[src/rtl/avr_dec_pkg.sv]
`default_nettype none
// avr_dec_pkg (rev 1.0): opcode codes, FSM states and the two-word predicate
// shared by the AVR decode stage and its first-word classifier.
package avr_dec_pkg;

  localparam logic [7:0] OP_ERR  = 8'd0;
  localparam logic [7:0] OP_LDI  = 8'd1;
  localparam logic [7:0] OP_JMP  = 8'd2;
  localparam logic [7:0] OP_CALL = 8'd3;
  localparam logic [7:0] OP_OUT  = 8'd4;
  localparam logic [7:0] OP_RET  = 8'd5;
  localparam logic [7:0] OP_CLI  = 8'd6;
  localparam logic [7:0] OP_RJMP = 8'd7;
  localparam logic [7:0] OP_EOR  = 8'd8;
  localparam logic [7:0] OP_SUBI = 8'd9;
  localparam logic [7:0] OP_SBCI = 8'd10;
  localparam logic [7:0] OP_BRNE = 8'd11;
  localparam logic [7:0] OP_NOP  = 8'd12;
  localparam logic [7:0] OP_LDS  = 8'd13;
  localparam logic [7:0] OP_STS  = 8'd14;
  localparam logic [7:0] OP_IN   = 8'd15;
  localparam logic [7:0] OP_MOV  = 8'd16;

  typedef enum logic {
    ST_FIRST = 1'b0,
    ST_WAIT2 = 1'b1
  } state_e;

  function automatic logic is_two_word(input logic [7:0] op);
    return (op == OP_JMP) || (op == OP_CALL) || (op == OP_LDS) || (op == OP_STS);
  endfunction

endpackage
`default_nettype wire

[src/rtl/avr_op_classify.sv]
`default_nettype none
// avr_op_classify (rev 1.0): combinational AVR first-word classifier,
// returns the opcode code and whether a second program word follows.
module avr_op_classify
  import avr_dec_pkg::*;
(
  input  logic [15:0] word_i,
  output logic [7:0]  opcode_o,
  output logic        is_long_o
);

  always_comb begin
    opcode_o = OP_ERR;
    if (word_i[15:12] == 4'b1110)                                 opcode_o = OP_LDI;
    else if (word_i[15:9] == 7'b1001010 && word_i[3:1] == 3'b110) opcode_o = OP_JMP;
    else if (word_i[15:9] == 7'b1001010 && word_i[3:1] == 3'b111) opcode_o = OP_CALL;
    else if (word_i[15:11] == 5'b10111)                           opcode_o = OP_OUT;
    else if (word_i == 16'h9508)                                  opcode_o = OP_RET;
    else if (word_i == 16'h94F8)                                  opcode_o = OP_CLI;
    else if (word_i[15:12] == 4'b1100)                            opcode_o = OP_RJMP;
    else if (word_i[15:10] == 6'b001001)                          opcode_o = OP_EOR;
    else if (word_i[15:12] == 4'b0101)                            opcode_o = OP_SUBI;
    else if (word_i[15:12] == 4'b0100)                            opcode_o = OP_SBCI;
    else if (word_i[15:10] == 6'b111101 && word_i[2:0] == 3'b001) opcode_o = OP_BRNE;
    else if (word_i == 16'h0000)                                  opcode_o = OP_NOP;
    else if (word_i[15:9] == 7'b1001000 && word_i[3:0] == 4'b0000) opcode_o = OP_LDS;
    else if (word_i[15:9] == 7'b1001001 && word_i[3:0] == 4'b0000) opcode_o = OP_STS;
    else if (word_i[15:11] == 5'b10110)                           opcode_o = OP_IN;
    else if (word_i[15:10] == 6'b001011)                          opcode_o = OP_MOV;
  end

  assign is_long_o = is_two_word(opcode_o);

endmodule
`default_nettype wire

[src/rtl/avr_decode_stage.sv]
`default_nettype none
// avr_decode_stage (rev 1.0): registered, handshaked AVR decode stage that
// assembles two-word instructions. AVR_DEC_PERF_EN adds perf_instr/perf_err.
module avr_decode_stage
  import avr_dec_pkg::*;
#(
  parameter int PC_W     = 22,
  parameter int OPCODE_W = 8
) (
  input  logic                clk,
  input  logic                rst_n,
  input  logic                flush,
  input  logic                in_valid,
  output logic                in_ready,
  input  logic [15:0]         in_word,
  input  logic [PC_W-1:0]     in_pc,
  output logic                out_valid,
  input  logic                out_ready,
  output logic [OPCODE_W-1:0] out_opcode,
  output logic                out_len,
  output logic [PC_W-1:0]     out_pc,
  output logic [4:0]          out_rd,
  output logic [4:0]          out_rr,
  output logic [7:0]          out_imm8,
  output logic [5:0]          out_io,
  output logic [PC_W-1:0]     out_rel,
  output logic [PC_W-1:0]     out_target
`ifdef AVR_DEC_PERF_EN
  ,
  output logic [31:0]         perf_instr,
  output logic [31:0]         perf_err
`endif
);

  state_e                state_q;
  logic [15:0]           hold_word_q;
  logic [PC_W-1:0]       hold_pc_q;
  logic                  valid_q;
  logic [OPCODE_W-1:0]   opcode_q;
  logic                  len_q;
  logic [PC_W-1:0]       pc_q, rel_q, target_q;
  logic [4:0]            rd_q, rr_q;
  logic [7:0]            imm_q;
  logic [5:0]            io_q;

  logic                  accept;
  logic [15:0]           dec_word;
  logic [7:0]            cls_op;
  logic                  cls_long;
  logic [4:0]            rd_d, rr_d;
  logic [7:0]            imm_d;
  logic [5:0]            io_d;
  logic [PC_W-1:0]       rel_d, target_d, pc_d;
  logic                  len_d;

  assign in_ready = !valid_q || out_ready;
  assign accept   = in_valid && in_ready;

  // In WAIT2 the held first word is re-decoded while in_word carries word two.
  assign dec_word = (state_q == ST_WAIT2) ? hold_word_q : in_word;
  assign len_d    = (state_q == ST_WAIT2);
  assign pc_d     = (state_q == ST_WAIT2) ? hold_pc_q : in_pc;

  avr_op_classify u_classify (
    .word_i    (dec_word),
    .opcode_o  (cls_op),
    .is_long_o (cls_long)
  );

  always_comb begin
    rd_d     = '0;
    rr_d     = '0;
    imm_d    = '0;
    io_d     = '0;
    rel_d    = '0;
    target_d = '0;
    case (cls_op)
      OP_LDI, OP_SUBI, OP_SBCI: begin
        rd_d  = {1'b1, dec_word[7:4]};
        imm_d = {dec_word[11:8], dec_word[3:0]};
      end
      OP_OUT: begin
        rr_d = dec_word[8:4];
        io_d = {dec_word[10:9], dec_word[3:0]};
      end
      OP_IN: begin
        rd_d = dec_word[8:4];
        io_d = {dec_word[10:9], dec_word[3:0]};
      end
      OP_EOR, OP_MOV: begin
        rd_d = dec_word[8:4];
        rr_d = {dec_word[9], dec_word[3:0]};
      end
      OP_RJMP: rel_d = {{(PC_W-12){dec_word[11]}}, dec_word[11:0]};
      OP_BRNE: rel_d = {{(PC_W-7){dec_word[9]}}, dec_word[9:3]};
      OP_JMP, OP_CALL: target_d = PC_W'({dec_word[8:4], dec_word[0], in_word});
      OP_LDS: begin
        rd_d     = dec_word[8:4];
        target_d = PC_W'(in_word);
      end
      OP_STS: begin
        rr_d     = dec_word[8:4];
        target_d = PC_W'(in_word);
      end
      default: ;
    endcase
  end

  always_ff @(posedge clk or negedge rst_n) begin
    if (!rst_n) begin
      state_q     <= ST_FIRST;
      hold_word_q <= '0;
      hold_pc_q   <= '0;
      valid_q     <= 1'b0;
      opcode_q    <= '0;
      len_q       <= 1'b0;
      pc_q        <= '0;
      rd_q        <= '0;
      rr_q        <= '0;
      imm_q       <= '0;
      io_q        <= '0;
      rel_q       <= '0;
      target_q    <= '0;
    end else if (flush) begin
      state_q     <= ST_FIRST;
      hold_word_q <= '0;
      hold_pc_q   <= '0;
      valid_q     <= 1'b0;
    end else if (accept && state_q == ST_FIRST && cls_long) begin
      // Accept implies any current record is being drained this cycle.
      hold_word_q <= in_word;
      hold_pc_q   <= in_pc;
      state_q     <= ST_WAIT2;
      valid_q     <= 1'b0;
    end else if (accept) begin
      state_q     <= ST_FIRST;
      valid_q     <= 1'b1;
      opcode_q    <= OPCODE_W'(cls_op);
      len_q       <= len_d;
      pc_q        <= pc_d;
      rd_q        <= rd_d;
      rr_q        <= rr_d;
      imm_q       <= imm_d;
      io_q        <= io_d;
      rel_q       <= rel_d;
      target_q    <= target_d;
    end else if (out_ready) begin
      valid_q     <= 1'b0;
    end
  end

  assign out_valid  = valid_q;
  assign out_opcode = opcode_q;
  assign out_len    = len_q;
  assign out_pc     = pc_q;
  assign out_rd     = rd_q;
  assign out_rr     = rr_q;
  assign out_imm8   = imm_q;
  assign out_io     = io_q;
  assign out_rel    = rel_q;
  assign out_target = target_q;

`ifdef AVR_DEC_PERF_EN
  logic [31:0] perf_instr_q, perf_err_q;

  always_ff @(posedge clk or negedge rst_n) begin
    if (!rst_n) begin
      perf_instr_q <= '0;
      perf_err_q   <= '0;
    end else if (valid_q && out_ready) begin
      if (perf_instr_q != 32'hFFFF_FFFF) perf_instr_q <= perf_instr_q + 32'd1;
      if (opcode_q == OPCODE_W'(OP_ERR) && perf_err_q != 32'hFFFF_FFFF)
        perf_err_q <= perf_err_q + 32'd1;
    end
  end

  assign perf_instr = perf_instr_q;
  assign perf_err   = perf_err_q;
`endif

endmodule
`default_nettype wire
[config.mk]
export PLATFORM = sky130hd
export DESIGN_NAME = avr_decode_stage
export DESIGN_NICKNAME = d
export VERILOG_FILES = /design/src/rtl/avr_dec_pkg.sv /design/src/rtl/avr_op_classify.sv /design/src/rtl/avr_decode_stage.sv
export SDC_FILE = /design/constraint.sdc
export NUM_CORES = 1
export LEC_CHECK = 0
export ABC_CLOCK_PERIOD_IN_PS = 4100
export CAP_MARGIN = 0
export CORE_AREA = 2 2 127 129
export DETAILED_ROUTE_END_ITERATION = 7
export DIE_AREA = 0 0 129 131
export HOLD_SLACK_MARGIN = 0.06
export PLACE_DENSITY = 0.71
export SETUP_SLACK_MARGIN = 0.02
export SYNTH_ARGS = -nofsm -noshare
export SYNTH_HDL_FRONTEND = slang
export SYNTH_SLANG_ARGS = --single-unit
[constraint.sdc]
create_clock -name clk -period 4.1 [get_ports clk]
set_input_delay 0.41 -clock clk [delete_from_list [all_inputs] [get_ports clk]]
set_output_delay 0.41 -clock clk [all_outputs]
set_load 0.05 [all_outputs]
==> results of run 1 <==
[final timing paths]
check,endpoint,cells after the start
min in group clk,out_rel[0],2
worst min-delay path,out_target[14],1
worst max-delay path,hold_pc_q[16],7
worst max register to register,hold_pc_q[16],7
max in group asynchronous,out_pc[5],2
worst min register to register,out_rel[0],2
[logic make-up (layout without fill, tap and decap cells)]
kind of cell           Yosys count  count (layout)  share of synthesized area (%)
multiplexers                    39              39                           6.94
AND/OR/NAND/NOR                210             210                           16.3
other                            1               3                         0.0610
AO/OA/AOI/OAI                  172             172                           19.7
flip-flops                     126             126                           51.3
buffers and inverters           58             187                           5.68
[flip-flops by register name, summed over array words and instances, names as in the netlist]
| register | flops |
|---|---|
| out_target | 22 |
| out_imm8 | 8 |
| out_len | 1 |
| hold_word_q | 16 |
| out_pc | 22 |
| out_rr | 5 |
| len_d | 1 |
| out_valid | 1 |
| out_rd | 5 |
| out_io | 6 |
| out_opcode | 5 |
| out_rel | 12 |
| hold_pc_q | 22 |
[placed cells by master (no fill, tap or decap), drive strengths merged, types with 7 or more instances in the layout]
master	instances
clkdlybuf4s50	139
nand2	133
dfrtp	126
a21oi	45
mux2i	35
o21ai	33
o31ai	25
clkbuf	19
nor2	17
a22o	16
o21a	14
buf	13
nor3	12
o221ai	9
o22ai	9
o211ai	7
[metal layers]
| layer | track usage (%) | vias to the layer above | wire length (um) |
|---|---|---|---|
| met2 | 35.9 | 189 | 8350 |
| met3 | 7.13 | 19 | 1210 |
| met5 | 0 | - | 0 |
| li1 | - | 2386 | - |
| met1 | 27.0 | 2519 | 7480 |
| met4 | 5.24 | 0 | 187 |
[cell type report]
class / instances / area share (%)
flip-flops and latches: 126 / 38.5
multi-input cells: 424 / 32.6
repair buffers: 152 / 18.5
clock buffers: 19 / 5.53
well taps: 216 / 3.30
clock inverters: 13 / 1.39
inverters: 3 / 0.138
[metrics by stage]
step	total power (uW)	worst slack, ps	instances
floorplan	1880	1700	608
global placement	2170	788	921
detailed placement	2180	686	921
CTS	3620	731	953
global route	3750	447	953
finish	3590	688	953
[power breakdown]
group / internal, uW / leakage (uW) / switching [uW]
clock: 864 / 0.000268 / 573
sequential: 1320 / 0.00169 / 52.6
combinational: 256 / 0.00133 / 530
total: 2440 / 0.00329 / 1160
==> flow_summary.json, run 1 <==
{
  "first_pass_iters": 4,
  "multi_input_area_um2": 2670,
  "slowest_stage": "dfrtp_4",
  "synth_top_area_cell": "dfrtp_1",
  "synth_top_area_share_pct": 51.3,
  "clock_skew_ps": 4.49,
  "leakagePower_uw": 0.00329,
  "cp_max_fo": 48,
  "vias": 5113,
  "fp.dieH_um": 131,
  "grt_max_degree": 65,
  "cp-end-kind": "flop",
  "power_density_nw_per_um2": 439,
  "status": "finished clean",
  "clk_latency_ps": 420,
  "period_share_pct": 83.2,
  "vdd_drop_max_mv": 0.299,
  "hpwlAfterDp_mm": 12.2,
  "grt_pass1_vias": 5139,
  "crit_type": "flop to flop",
  "worstPathCellList": "mux2i_2 -> o221ai_1 -> a21oi_1 -> nor2b_2 -> buf_4 -> nand2_1 -> a21oi_1",
  "startpoint": "len_d",
  "grt_use_total_pct": 21.4,
  "synth_edf_count": 0,
  "r2r_start": "len_d",
  "initial_core_util_pct": 39.4,
  "crit_family": "compound AO/OA/AOI/OAI gates",
  "path_common_cell": "a21oi_1",
  "fillerInstances": 1369,
  "cts.sinks": 126,
  "wl_per_cell_um": 18.1,
  "areaGrowthSynthToFinish_pct": 33.2,
  "cts-resized-gates": 0,
  "drive_above_1_share_pct": 10.9,
  "cts_tree": "built",
  "yosysUniqueCellTypes": 61,
  "yosysWarningCount": 0,
  "synth_cells": 606,
  "antennaDiodeCount": 0,
  "rsz0062_at_grt": "no",
  "dpl_cell_area_um2": 7620,
  "startpoint_type": "flop",
  "drc_errors": 0,
  "htree_levels": 4,
  "cts_root_buf": "clkbuf_16",
  "synth_seq_area_share_pct": 51.3,
  "ys_seq_elements": 126,
  "antenna_found_initial": 0,
  "cpPeakStageDelay_ps": 810,
  "finalNetCount": 767,
  "portBuffers": 140,
  "synth_commonest_cells": "nand2_1, dfrtp_1, a21oi_1",
  "grt.overflow.total": 0,
  "rows": 46,
  "synthFlopType": "dfrtp_1",
  "fin_crit_ps": 3410,
  "place_congestion": 0.944,
  "final_util_pct": 52.5,
  "drv_cap": 0,
  "ant_nets": 0,
  "setup-tns-final_ps": 0,
  "routed_via_density": 5.37,
  "wirelength_mm": 17.2,
  "setup_viol": 0,
  "cts.clk_slew.worst_paths_ps": 60,
  "drt_iter0_markers": 320,
  "design.core.area_um2": 15600,
  "max_freq_mhz": 293,
  "holdBufCountCts": 0,
  "die_area_um2": 16900,
  "worst_pin_slew_ps": 804,
  "cts_setup_buffers": 0,
  "grt_pass1_wl_mm": 27.8,
  "whs_ps": 85.5,
  "synth.most_common_cell": "nand2_1",
  "crit_required_ps": 4430,
  "cp.arrival_ps": 3750,
  "slew_headroom_pct": 44.9,
  "syn_area_um2": 6150,
  "ios": 144,
  "register_area_um2": 3160,
  "clk_path_buf_depth": 2,
  "cts_inserted_buffers": 17,
  "dieWidth_um": 129,
  "report.final.slew_viol_count": 0,
  "async_flop_share_pct": 100,
  "r2r_slack_ps": 690,
  "avgSynthCellArea_um2": 10.1,
  "hold_viol": 0,
  "netlist_top_cells_area": "dfrtp_1, nand2_1, mux2i_1",
  "worst-path-buf-inv": 1,
  "worstHoldPathType": "input pin to async pin",
  "stdcell_area_um2": 8190
}
No activity file was read; power rests on OpenSTA's default activity.
==> run 2, diff against run 1 <==
Settings changed: ABC_CLOCK_PERIOD_IN_PS 4100 to 2900, PLACE_DENSITY 0.71 to 0.73.
Clock period 4.1 ns to 2.9 ns, I/O delays scaled along.
==> flow_summary.json, run 2 (synthesis results as in run 1) <==
{
  "clk_path_buf_depth": 2,
  "place_congestion": 0.836,
  "clock_skew_ps": 8.98,
  "routed_via_density": 5.35,
  "hold_viol": 0,
  "final_cell_mix": "clkdlybuf4s50_1, nand2_1, dfrtp_1, a21oi_1, buf_4",
  "initial_core_util_pct": 39.4,
  "fp.dieH_um": 131,
  "report.final.slew_viol_count": 0,
  "worstPathCellList": "buf_4 -> nor4bb_1 -> a2bb2oi_1 -> nor3_1 -> o32ai_2 -> o211ai_1 -> a32oi_2 -> buf_12 -> o31ai_1",
  "cp_max_fo": 31,
  "vdd_drop_max_mv": 0.359,
  "rsz0062_at_grt": "no",
  "vias": 5228,
  "pre_cts_slack_ps": 67.7,
  "startpoint_type": "flop",
  "crit_required_ps": 3220,
  "cts.clk_slew.worst_paths_ps": 50,
  "grt_use_total_pct": 21.8,
  "antenna_found_initial": 0,
  "leakagePower_uw": 0.00345,
  "drive_above_1_share_pct": 13.4,
  "period_share_pct": 94.7,
  "cts_tree": "built",
  "drc_errors": 0,
  "r2r_slack_ps": 150,
  "die_area_um2": 16900,
  "antennaDiodeCount": 0,
  "portBuffers": 140,
  "max_freq_mhz": 364,
  "finalNetCount": 791,
  "slowest_stage": "dfrtp_4",
  "wl_per_cell_um": 17.8,
  "design.core.area_um2": 15600,
  "drv_cap": 0,
  "reg2reg_depth": 9,
  "wirelength_mm": 17.4,
  "first_pass_iters": 5,
  "grt_max_degree": 96,
  "setup-tns-final_ps": 0,
  "layout_commonest_cell": "clkdlybuf4s50_1",
  "clk_latency_ps": 420,
  "cts.sinks": 126,
  "ios": 144,
  "areaGrowthSynthToFinish_pct": 37.8,
  "cts_inserted_buffers": 17,
  "fin_crit_ps": 2750,
  "grt_pass1_wl_mm": 28.4,
  "drt_iter0_markers": 369,
  "r2r-end": "out_imm8[0]",
  "cpPeakStageDelay_ps": 620,
  "power_density_nw_per_um2": 622,
  "grt_pass1_vias": 5379,
  "setup_slack_ps": 155,
  "slew_headroom_pct": 50.0,
  "grt.overflow.total": 0,
  "worst_pin_slew_ps": 729,
  "hpwlAfterDp_mm": 12.6,
  "worst-path-buf-inv": 2,
  "dieWidth_um": 129,
  "cts_setup_buffers": 0,
  "ant_nets": 0,
  "worstHoldPathType": "input pin to async pin",
  "status": "finished clean",
  "cts_root_buf": "clkbuf_16",
  "rows": 46,
  "cp.arrival_ps": 3060,
  "crit_family": "compound AO/OA/AOI/OAI gates",
  "crit_type": "flop to flop",
  "htree_levels": 4,
  "cp-end-kind": "flop",
  "setup_viol": 0,
  "dp_cells": 944,
  "r2r_start": "len_d",
  "stdcell_count": 977
}
==> run 2: final cells by class <==
| type | count | area, um2 |
|---|---|---|
| clock buffers | 18 | 429 |
| multi-input cells | 424 | 2680 |
| clock inverters | 14 | 181 |
| well taps | 216 | 270 |
| inverters | 3 | 11.3 |
| fillers | 1357 | 7120 |
| flip-flops and latches | 126 | 3160 |
| repair buffers | 176 | 1750 |
==> run 2: worst max path at each step <==
stage	from	endpoint	slack [ps]	cells past startpoint
6_report	len_d	out_imm8[0]	150	9
5_1_grt	len_d	out_imm8[7]	30	9
4_1_cts	len_d	out_imm8[0]	190	9
3_5_place_dp	in_word[10]	out_imm8[0]	70	9
3_3_place_gp	in_word[15]	out_imm8[0]	80	9
2_1_floorplan	len_d	out_imm8[4]	500	11
==> run 2: timing repair <==
action	4_1_cts	5_1_grt
hold endpoints to repair	31	0
resized for setup	0	1
endpoints found under the setup margin	0	2
hold buffers	1	0
==> run 2: report_power, final <==
part / switching [uW] / internal (uW) / leakage [uW]
clock network: 822 / 1370 / 0.000296
registers: 72.0 / 1860 / 0.00169
logic: 757 / 385 / 0.00147
total: 1650 / 3620 / 0.00345
==> run 2: worst reg2reg max path, delay by kind of cell (launching register included) <==
kind	cells	cell delay, ps
buf+inv	2	410
flops	1	620
simple gates	2	750
compound gates	5	860
==> run 2: metal layers <==
layer  GRT usage (%)  routed length (um)
met1            28.3                7690
met2            35.6                8460
met3            5.42                1100
met4            7.54                 159
met5               0                   0
==> run 2: through the flow <==
stage	area (um2)	power [uW]	util, %	hold WS [ps]
global placement	7850	3100	50.3	252
CTS	8470	5320	54.3	370
floorplan	6160	2660	-	-5.59
detailed placement	7850	3110	50.3	265
global route	8470	5480	54.3	388
finish	8470	5270	54.3	358
